[config.mk]
export PLATFORM = sky130hd
export DESIGN_NAME = kst_time_counter
export DESIGN_NICKNAME = d
export VERILOG_FILES = /design/src/rtl/kst_time_counter.sv
export SDC_FILE = /design/constraint.sdc
export NUM_CORES = 1
export LEC_CHECK = 0
export BUFFER_PORTS_ARGS = -buffer_cell sky130_fd_sc_hd__buf_2
export CORE_MARGIN = 8
export CORE_UTILIZATION = 40
export DETAILED_ROUTE_END_ITERATION = 12
export SLEW_MARGIN = 30
export SYNTH_ARGS = -nofsm -noshare
export SYNTH_HDL_FRONTEND = slang
export SYNTH_SLANG_ARGS = --single-unit
[constraint.sdc]
create_clock -name clk -period 2.2 [get_ports clk]
set_input_delay 0.11 -clock clk [delete_from_list [all_inputs] [get_ports clk]]
set_output_delay 0.11 -clock clk [all_outputs]
set_load 0.02 [all_outputs]
[src/rtl/kst_time_counter.sv]
// KST timekeeper: divides clk to a 1 Hz tick and keeps hour/min/sec.
// Also provides a button-driven set mode for hours and minutes.
//
//   state    | meaning
//   RUN      | time advances on each prescaler tick
//   SET_HOUR | time frozen, btn_inc steps hour_kst
//   SET_MIN  | time frozen, btn_inc steps min; leaving zeroes sec and prescaler
module kst_time_counter #(
  parameter int CLK_HZ = 100_000_000
) (
  input  logic       clk,
  input  logic       rst,
  input  logic       btn_mode,
  input  logic       btn_inc,
  output logic [4:0] hour_kst,
  output logic [5:0] min,
  output logic [5:0] sec,
  output logic       sec_tick,
  output logic [1:0] set_mode,
  output logic       blink
);

  localparam int PW = (CLK_HZ > 2) ? $clog2(CLK_HZ) : 1;
  localparam logic [PW-1:0] PS_MAX  = PW'(CLK_HZ - 1);
  localparam logic [PW-1:0] PS_HALF = PW'(CLK_HZ / 2);

  localparam logic [1:0] RUN      = 2'd0;
  localparam logic [1:0] SET_HOUR = 2'd1;
  localparam logic [1:0] SET_MIN  = 2'd2;

  logic [PW-1:0] prescaler;
  logic          tick;
  logic [1:0]    state;
  logic [1:0]    state_nxt;
  logic          leave_set;

  assign tick      = (prescaler == PS_MAX);
  assign leave_set = (state == SET_MIN) && btn_mode;
  assign set_mode  = state;

  always_comb begin
    state_nxt = state;
    case (state)
      RUN:      if (btn_mode) state_nxt = SET_HOUR;
      SET_HOUR: if (btn_mode) state_nxt = SET_MIN;
      SET_MIN:  if (btn_mode) state_nxt = RUN;
      default:  state_nxt = RUN;
    endcase
  end

  always_ff @(posedge clk or posedge rst) begin
    if (rst) begin
      state <= RUN;
    end else begin
      state <= state_nxt;
    end
  end

  // Restarting on set-mode exit makes the first tick land a full second later.
  always_ff @(posedge clk or posedge rst) begin
    if (rst) begin
      prescaler <= '0;
    end else if (leave_set || tick) begin
      prescaler <= '0;
    end else begin
      prescaler <= prescaler + 1'b1;
    end
  end

  always_ff @(posedge clk or posedge rst) begin
    if (rst) begin
      hour_kst <= 5'd0;
      min      <= 6'd0;
      sec      <= 6'd0;
      sec_tick <= 1'b0;
    end else begin
      sec_tick <= 1'b0;
      if (state == RUN) begin
        if (tick) begin
          sec_tick <= 1'b1;
          if (sec == 6'd59) begin
            sec <= 6'd0;
            if (min == 6'd59) begin
              min      <= 6'd0;
              hour_kst <= (hour_kst == 5'd23) ? 5'd0 : hour_kst + 5'd1;
            end else begin
              min <= min + 6'd1;
            end
          end else begin
            sec <= sec + 6'd1;
          end
        end
      end else if (state == SET_HOUR) begin
        if (btn_inc && !btn_mode) begin
          hour_kst <= (hour_kst == 5'd23) ? 5'd0 : hour_kst + 5'd1;
        end
      end else if (state == SET_MIN) begin
        if (btn_mode) begin
          sec <= 6'd0;
        end else if (btn_inc) begin
          min <= (min == 6'd59) ? 6'd0 : min + 6'd1;
        end
      end
    end
  end

  // Gate with the next state so blink is already low in the first RUN cycle.
  always_ff @(posedge clk or posedge rst) begin
    if (rst) begin
      blink <= 1'b0;
    end else begin
      blink <= (state_nxt != RUN) && (prescaler < PS_HALF);
    end
  end

endmodule
==> results of run 1 <==
[layer usage]
layer  part of all wire (%)  vias up
li1                       -     1041
met1                     46     1043
met4                    1.1        0
met2                     48       35
met3                    4.9        5
met5                      0        -
[state kept, by name, indices dropped and copies added (netlist names)]
register	count
min	6
sec	6
prescaler	27
set_mode	2
hour_kst	5
sec_tick	1
blink	1
[worst max-delay path: stages, from the launching register on]
cell      delay (ns)
dfrtp_1         0.39
or4_4           0.58
nor4_4          0.36
nand4b_1        0.21
a21oi_1         0.19
mux2_2          0.34
[power groups by stage]
| stage | combinational, W | sequential (W) | clock (W) |
|---|---|---|---|
| 5_1_grt | 0.00104 | 0.00127 | 0.000565 |
| 2_1_floorplan | 0.000479 | 0.00134 | 0 |
| 6_report | 0.000940 | 0.00124 | 0.000504 |
| 4_1_cts | 0.000875 | 0.00124 | 0.000528 |
| 3_3_place_gp | 0.000857 | 0.00125 | 0 |
| 3_5_place_dp | 0.000869 | 0.00126 | 0 |
[path summary, 6_finish.rpt]
check | from | to | cells past startpoint
min in group asynchronous | rst | prescaler[22] | 4
worst min-delay path | btn_mode | prescaler[2] | 2
worst max-delay path | prescaler[8] | hour_kst[3] | 5
worst min register to register | prescaler[0] | prescaler[0] | 1
worst max register to register | prescaler[8] | hour_kst[3] | 5
max in group asynchronous | rst | sec[2] | 4
[cell usage in the layout (no fill, tap or decap), types with 2 or more instances in the layout]
cell and n:
clkbuf_16 2, nor3_1 6, o21a_1 2, buf_2 24
a32o_1 2, nand4_1 9, buf_4 23, o31ai_1 4
nand3_1 18, a21o_1 2, a21oi_1 8, xor2_1 18
nor2b_1 4, nor2_1 38, nor4_1 3, a221o_1 2
mux2_2 4, nand2_1 16, inv_1 7, xnor2_1 9
and3_1 8, clkbuf_8 5, o21ai_0 5, nand2b_1 4
or2_2 2, a21oi_2 2, and4_1 2, nand4b_1 2
nor4_4 2, o31a_1 2, ha_1 4, dfrtp_1 48
a31oi_1 3, and3_2 2
[logic make-up (layout without fill, tap and decap cells)]
| group | Yosys count | in the layout |
|---|---|---|
| AOI/OAI and AO/OA | 36 | 36 |
| xor gates and xnor gates | 27 | 27 |
| adders and majority gates | 4 | 4 |
| buffers and inverters | 15 | 67 |
| DFF | 48 | 48 |
| muxes | 6 | 6 |
| and+or+nand+nor | 128 | 128 |
[layout make-up]
class	count	area (um^2)
Multi-Input combinational cell	201	1360
Tap cell	77	96.3
Inverter	8	30.0
Sequential cell	48	1200
Clock inverter	1	5.00
Clock buffer	6	72.6
Timing Repair Buffer	52	384
Fill cell	603	3170
[metrics by stage]
step                      hold WS, ns  TNS [ns]
after floorplan                 0.192         0
after global placement          0.301         0
after detailed placement        0.308         0
after CTS                      0.0902         0
after global routing            0.104    -0.312
final                          0.0986         0
[repair_timing]
item                                    4_1_cts  5_1_grt
endpoints found under the setup margin        4       32
hold buffers                                  1        0
setup buffers                                 2        1
cloned                                        0        3
pin swaps                                     1       10
endpoints found under the hold margin        48        0
resized for setup                             2        8
==> out/results.ini, run 1 <==
[placed_design]
pre_cts_slack_ns=0.0173
placedCellCount=379
numPortBuffers=24
post_dp_cell_area_um2=2940
dp_hpwl_um=4000
gp_congestion=0.804

[die]
start_util_pct=41.0
fp-row-count=29
die-height_um=96.4
dieWidth_um=96.4
core_area_um2=6310
io_pins=25
dieArea_um2=9300

[synth]
yosysTopAreaCellShare_pct=46.4
netlist_instances=264
synthAdderAreaFrac_pct=1.93
synth_cell_types=47
synth_compound_gate_area_share_pct=9.62
yosysTopAreaCell=dfrtp_1
yosysMostFrequentCell=dfrtp_1
synth.area.top_cells=dfrtp_1 46%, xor2_1 6.1%, nor2_1 5.5%
syn_avg_cell_area_um2=9.80
ys_top_cells_by_count=48 x dfrtp_1, 38 x nor2_1, 18 x nand2_1, 18 x nand3_1, 18 x xor2_1
seq_area_frac_synth_pct=46.4
synthArstFlopShare_pct=100
synth-edff-count=0
postSynth.topFlopCell=dfrtp_1
synth_top_family_by_area=simple AND/OR/NAND/NOR gates
synth_xor_area_share_pct=9.14
synthMuxAreaShare_pct=2.56
synth-seq-cells=48
synth_area_um2=2590
synthSimpleGateAreaFrac_pct=27.7
syn_nets=272
ys.warnings.count=0

[setup_path]
cp.arrival_ns=2.38
worstSetupEndpointType=flip-flop
path_max_fanout=4
path_class=flip-flop to flip-flop
reg2reg_slack_ns=0.01
crit_path_start_kind=flip-flop
critPathRequiredTime_ns=2.39

[global_route]
grt_pass1_vias=2094
grt.met3_usage_pct=3.55
use_met1_pct=16.8
grtUsageMet2_pct=21.3
grt_antenna_before_repair=0
grtUsageTotal_pct=13.2
busiest_layer=met2
grt_max_degree=49
grt_pass1_wl_um=9630
grt-ovfl-total=0

[clocking]
tritoncts=built
clock_sinks=48
clkLatencyLatePin_ns=0.30
clk_root_buffer_cell=clkbuf_8
htreeDepth=2
clkTransAtPathRegs_ns=0.09
numCtsBuffers=5
max-clock-path-buffers=2

[sta]
rsz0062_at_grt=true
finalHoldViolations=0
max_slew_margin_pct=59.5
setup_violations=0
fin_ws_ns=0.0138
finalCriticalPeriod_ns=2.19
slew_viol_final=0
finalClockSkew_ns=0.00663
period_share_pct=99.4
worst_pin_slew_ns=0.607
max_freq_mhz=457

[pwr]
intPower_w=0.00169
power_w=0.00269
p_comb_share_pct=35.0
ir_drop_mv=0.371
leakagePower_nw=1.51
powerDensity_nw_per_um2=853
seq_power_share_pct=46.2
power.share.switching_pct=37.2
clkPwrFrac_pct=18.8
p_switching_w=0.000999

[final_layout]
syn_to_final_growth_pct=21.7
n_antenna_cell=0
stdcell_area_um2=3150
utilization_pct=49.9
layout-drive-gt1-share_pct=25.3
final_cells=393
fin_nets=324

[drt]
vias_per_cell=5.40
vias=2124
postRouteAntennaNets=0
avgRoutedWirePerCell_um=15.1
drtIter0Drc=87
dr.pass1.iters=4
drcViolationCount=0
drt-total-wl_um=5930

[worst_hold_path]
min_path_type=input port to flip-flop

[outcome]
status=complete, no violations

[job]
cap_violations=0

Note: power is estimated with default switching activity, not from simulation.
==> run 2, diff against run 1 <==
--- a/config.mk
+++ b/config.mk
@@ -7,8 +7,9 @@
 export LEC_CHECK = 0
 export BUFFER_PORTS_ARGS = -buffer_cell sky130_fd_sc_hd__buf_2
 export CORE_MARGIN = 8
-export CORE_UTILIZATION = 40
+export CORE_UTILIZATION = 45
 export DETAILED_ROUTE_END_ITERATION = 12
+export PLACE_DENSITY = 0.66
 export SLEW_MARGIN = 30
 export SYNTH_ARGS = -nofsm -noshare
 export SYNTH_HDL_FRONTEND = slang
==> run 2 against run 1 <==
Hold slack better by 0.0027 ns. Final area hardly changed. Combinational power is 1% lower. Via count is 0.19% higher. Count of clock-buffer cells in the layout stayed put. Non-clock buffer count is 3 higher.
==> out/results.ini, run 2 (synthesized netlist as in run 1, its figures left out) <==
[drt]
avgRoutedWirePerCell_um=14.9
vias_per_cell=5.44
dr.pass1.iters=4
wl_met2_um=2840
drtIter0Drc=68
vias=2128
dr_wl_met3_um=259
drcViolationCount=0
highest_layer=met4
drt-total-wl_um=5820
postRouteAntennaNets=0
met1Wirelength_um=2680

[final_layout]
n_antenna_cell=0
reg.largest.list=prescaler x27, min x6, sec x6
layout-drive-gt1-share_pct=26.3
final_common_cell=dfrtp_1
largest_reg_flops=27
syn_to_final_growth_pct=21.7
fin_nets=327
registers.top_by_ff_count=prescaler
final_cell_mix=48 x dfrtp_1, 38 x nor2_1, 27 x buf_4
stdcell_area_um2=3150

[placed_design]
gp_congestion=0.819
numPortBuffers=24
dp_hpwl_um=4080
post_dp_cell_area_um2=2930

[setup_path]
r2r-start=prescaler[12]
path_class=flip-flop to flip-flop
worstSetupEndpointType=flip-flop
cp.arrival_ns=2.34
critPathRequiredTime_ns=2.38
crit_chain=or3b_2, nor4_4, buf_4, a21oi_2, or2_4, a221o_1
crit_buf_inv=1
path_max_fanout=6
r2r_end=min[3]
crit_slowest_cell=or3b_2
reg2reg_depth=6
reg2reg_slack_ns=0.05
critPathTopFamily=simple AND/OR/NAND/NOR gates
cpPeakStageDelay_ns=0.53
crit_path_start_kind=flip-flop

[clocking]
clk_root_buffer_cell=clkbuf_8
numCtsBuffers=5
clock_sinks=48
clkLatencyLatePin_ns=0.30
htreeDepth=2
tritoncts=built
max-clock-path-buffers=2
clkTransAtPathRegs_ns=0.09

[sta]
worst_pin_slew_ns=0.394
slew_viol_final=0
max_slew_margin_pct=73.7
finalHoldViolations=0
max_freq_mhz=464
setup_violations=0
rsz0062_at_grt=true
period_share_pct=97.9
finalClockSkew_ns=0.00691
finalCriticalPeriod_ns=2.15

[worst_hold_path]
min_path_cells=2
min_to=prescaler[2]
min_path_type=input port to flip-flop
worstHoldStart=btn_mode

[global_route]
grtUsageTotal_pct=13.8
grt_max_degree=26
grt_pass1_vias=2084
grt_antenna_before_repair=0
grt-ovfl-total=0
grt_pass1_wl_um=9670

[pwr]
powerDensity_nw_per_um2=847
leakagePower_nw=1.51
power_w=0.00267
ir_drop_mv=0.374

[outcome]
status=complete, no violations

[die]
io_pins=25
start_util_pct=46.7
die-height_um=91.8
fp-row-count=27
dieWidth_um=91.8
core_area_um2=5540
dieArea_um2=8430

[job]
cap_violations=0

run 2: per-stage QoR:
step           hold slack (ns)  TNS (ns)  util [%]  setup slack [ns]  std cells
6_report                 0.101         0      56.8            0.0464        391
5_1_grt                  0.109   -0.0876      56.8           -0.0359        391
4_1_cts                 0.0932  -0.00471      55.1          -0.00471        386
3_5_place_dp             0.123   -0.0117      52.9          -0.00861        374
3_3_place_gp             0.120         0      52.9            0.0596        374
2_1_floorplan            0.192         0         -            0.0109        264
run 2: layer usage:
layer,track usage [%],up-vias
met5,0,-
met1,17.4,1040
li1,-,1043
met4,3.62,0
met2,23.0,39
met3,3.34,6
run 2: final cells by class:
cell class / instances / area (um^2)
flip-flops and latches: 48 / 1200
clock inverters: 1 / 5.00
repair buffers: 55 / 403
clock buffers: 6 / 72.6
multi-input cells: 201 / 1350
fillers: 529 / 2390
inverters: 8 / 30.0
well taps: 72 / 90.1
run 2: report_power, final:
part           total (W)  switching [W]  internal (W)  leakage (nW)
clock           0.000500       0.000284      0.000217        0.0410
sequential       0.00124       0.000198       0.00104         0.638
combinational   0.000926       0.000509      0.000417         0.829
total            0.00267       0.000991       0.00168          1.51
run 2: how the worst max path moves through the flow:
stage | startpoint | end | slack [ns] | cells past startpoint
after floorplan | prescaler[11] | min[4] | 0.01 | 6
after global placement | prescaler[11] | min[3] | 0.06 | 5
after detailed placement | prescaler[11] | min[3] | -0.009 | 5
after CTS | prescaler[8] | hour_kst[3] | -0.005 | 5
after global routing | prescaler[11] | hour_kst[3] | -0.04 | 5
final | prescaler[12] | min[3] | 0.05 | 6
run 2: timing repair:
item | 4_1_cts | 5_1_grt
hold endpoints to repair | 17 | 0
gates cloned | 0 | 2
resized for setup | 1 | 7
pin swaps | 4 | 11
setup buffers | 4 | 3
hold buffers | 1 | 0
endpoints found under the setup margin | 3 | 37
run 2: worst reg2reg max path, delay by kind of cell, from the launching register on:
family | cells | cell delay (ns)
AOI/OAI and AO/OA | 2 | 0.37
buffers and inverters | 1 | 0.17
DFF | 1 | 0.39
and+or+nand+nor | 3 | 1.11
==> run 3, diff against run 2 <==
--- a/config.mk
+++ b/config.mk
@@ -9,6 +9,7 @@
 export CORE_MARGIN = 8
 export CORE_UTILIZATION = 45
 export DETAILED_ROUTE_END_ITERATION = 12
+export MAX_ROUTING_LAYER = met4
 export PLACE_DENSITY = 0.66
 export SLEW_MARGIN = 30
 export SYNTH_ARGS = -nofsm -noshare
==> run 3 against run 2 <==
First-iteration DRC count shrank 5.9%. Largest cell class unchanged. Die area is the same. Critical path type unchanged. Clock skew shrank 0.0020 ns. Global-route usage rose by 0.41 points. Critical endpoint unchanged. Sequential power barely moved. Maximum frequency grew 0.17%. Highest routed layer unchanged.
==> out/results.ini, run 3 (synthesized netlist as in run 1, its figures left out) <==
[outcome]
status=complete, no violations

[die]
dieArea_um2=8430
fp-row-count=27
dieWidth_um=91.8
core_area_um2=5540
start_util_pct=46.7
die-height_um=91.8
io_pins=25

[setup_path]
critPathRequiredTime_ns=2.38
path_class=flip-flop to flip-flop
cp.arrival_ns=2.33
worstSetupEndpointType=flip-flop
crit_path_start_kind=flip-flop
path_max_fanout=6

[clocking]
clkLatencyLatePin_ns=0.30
numCtsBuffers=5
max-clock-path-buffers=2
clock_sinks=48
htreeDepth=2
clk_root_buffer_cell=clkbuf_8
tritoncts=built
clkTransAtPathRegs_ns=0.08

[sta]
final.setup.tns_ns=0
holdWs_ns=0.102
max_slew_margin_pct=73.3
slew_viol_final=0
fin_ws_ns=0.0501
max_freq_mhz=465
period_share_pct=97.7
rsz0062_at_grt=true
finalHoldViolations=0
worst_pin_slew_ns=0.398
finalClockSkew_ns=0.00491
finalCriticalPeriod_ns=2.15
setup_violations=0

[drt]
drtIter0Drc=64
vias_per_cell=5.45
drt-total-wl_um=5810
drcViolationCount=0
dr.pass1.iters=4
postRouteAntennaNets=0
vias=2130
avgRoutedWirePerCell_um=14.9

[final_layout]
layout-drive-gt1-share_pct=26.3
n_antenna_cell=0
fin_nets=327
stdcell_area_um2=3150
registers.top_by_ff_count=prescaler
final_cell_mix=48 x dfrtp_1, 38 x nor2_1, 27 x buf_4
syn_to_final_growth_pct=21.7
largest_reg_flops=27
reg.largest.list=prescaler x27, min x6, sec x6
final_common_cell=dfrtp_1

[worst_hold_path]
min_path_type=input port to flip-flop

[global_route]
grt-ovfl-total=0
grt_pass1_wl_um=9670
grt_pass1_vias=2084
grt_max_degree=26
grtUsageTotal_pct=14.2
grt_antenna_before_repair=0

[placed_design]
gp_congestion=0.831
pre_cts_slack_ns=-0.00861
dp_hpwl_um=4080
post_dp_cell_area_um2=2930
numPortBuffers=24

[pwr]
leakagePower_nw=1.51
powerDensity_nw_per_um2=847
ir_drop_mv=0.375
power_w=0.00267

[job]
cap_violations=0

-- run 3: cell counts in the layout (fill, tap and decap cells not counted) --
No cell type changed its count.
-- run 3: critical path, stage by stage, from the launching register on --
cell,delay [ns]
dfrtp_1,0.39
or4_4,0.57
nor4_4,0.26
buf_4,0.17
a21oi_2,0.05
or2_4,0.27
a221o_1,0.32
-- run 3: worst paths after layout --
path                       cells after the start            end          start  slack, ns
max in group asynchronous                      4         min[5]            rst       1.31
setup / recovery                               6         min[3]  prescaler[11]       0.05
hold / removal                                 2   prescaler[2]       btn_mode       0.10
min in group asynchronous                      3  prescaler[19]            rst       0.34
hold reg to reg                                1   prescaler[0]   prescaler[0]       0.46
setup reg to reg                               6         min[3]  prescaler[11]       0.05
-- run 3: metrics by stage --
stage	utilization, %	instances
global placement	52.9	374
CTS	55.1	386
global route	56.8	391
floorplan	-	264
detailed placement	52.9	374
finish	56.8	391
-- run 3: repair_timing --
item | in CTS | in global routing
pin swaps | 4 | 11
endpoints found under the setup margin | 3 | 37
hold endpoints to repair | 17 | 0
resized for setup | 1 | 7
buffers inserted | 4 | 3
gates cloned | 0 | 2
hold buffers | 1 | 0
-- run 3: metal layers --
metal | vias up | routed length [um] | global-route usage (%)
li1 | 1045 | - | -
met1 | 1041 | 2690 | 17.4
met2 | 40 | 2830 | 23.0
met3 | 4 | 263 | 3.34
met4 | 0 | 37 | 3.62
met5 | - | 0 | -
-- run 3: area by class of cell --
| type | count | area, um^2 |
|---|---|---|
| Sequential cell | 48 | 1200 |
| Multi-Input combinational cell | 201 | 1350 |
| Fill cell | 529 | 2390 |
| Clock buffer | 6 | 72.6 |
| Inverter | 8 | 30.0 |
| Tap cell | 72 | 90.1 |
| Timing Repair Buffer | 55 | 403 |
| Clock inverter | 1 | 5.00 |
-- run 3: report_power, final --
part / total [W] / internal, W / switching, W
sequential: 0.00124 / 0.00104 / 0.000198
clock: 0.000499 / 0.000217 / 0.000283
combinational: 0.000925 / 0.000417 / 0.000508
total: 0.00267 / 0.00168 / 0.000989
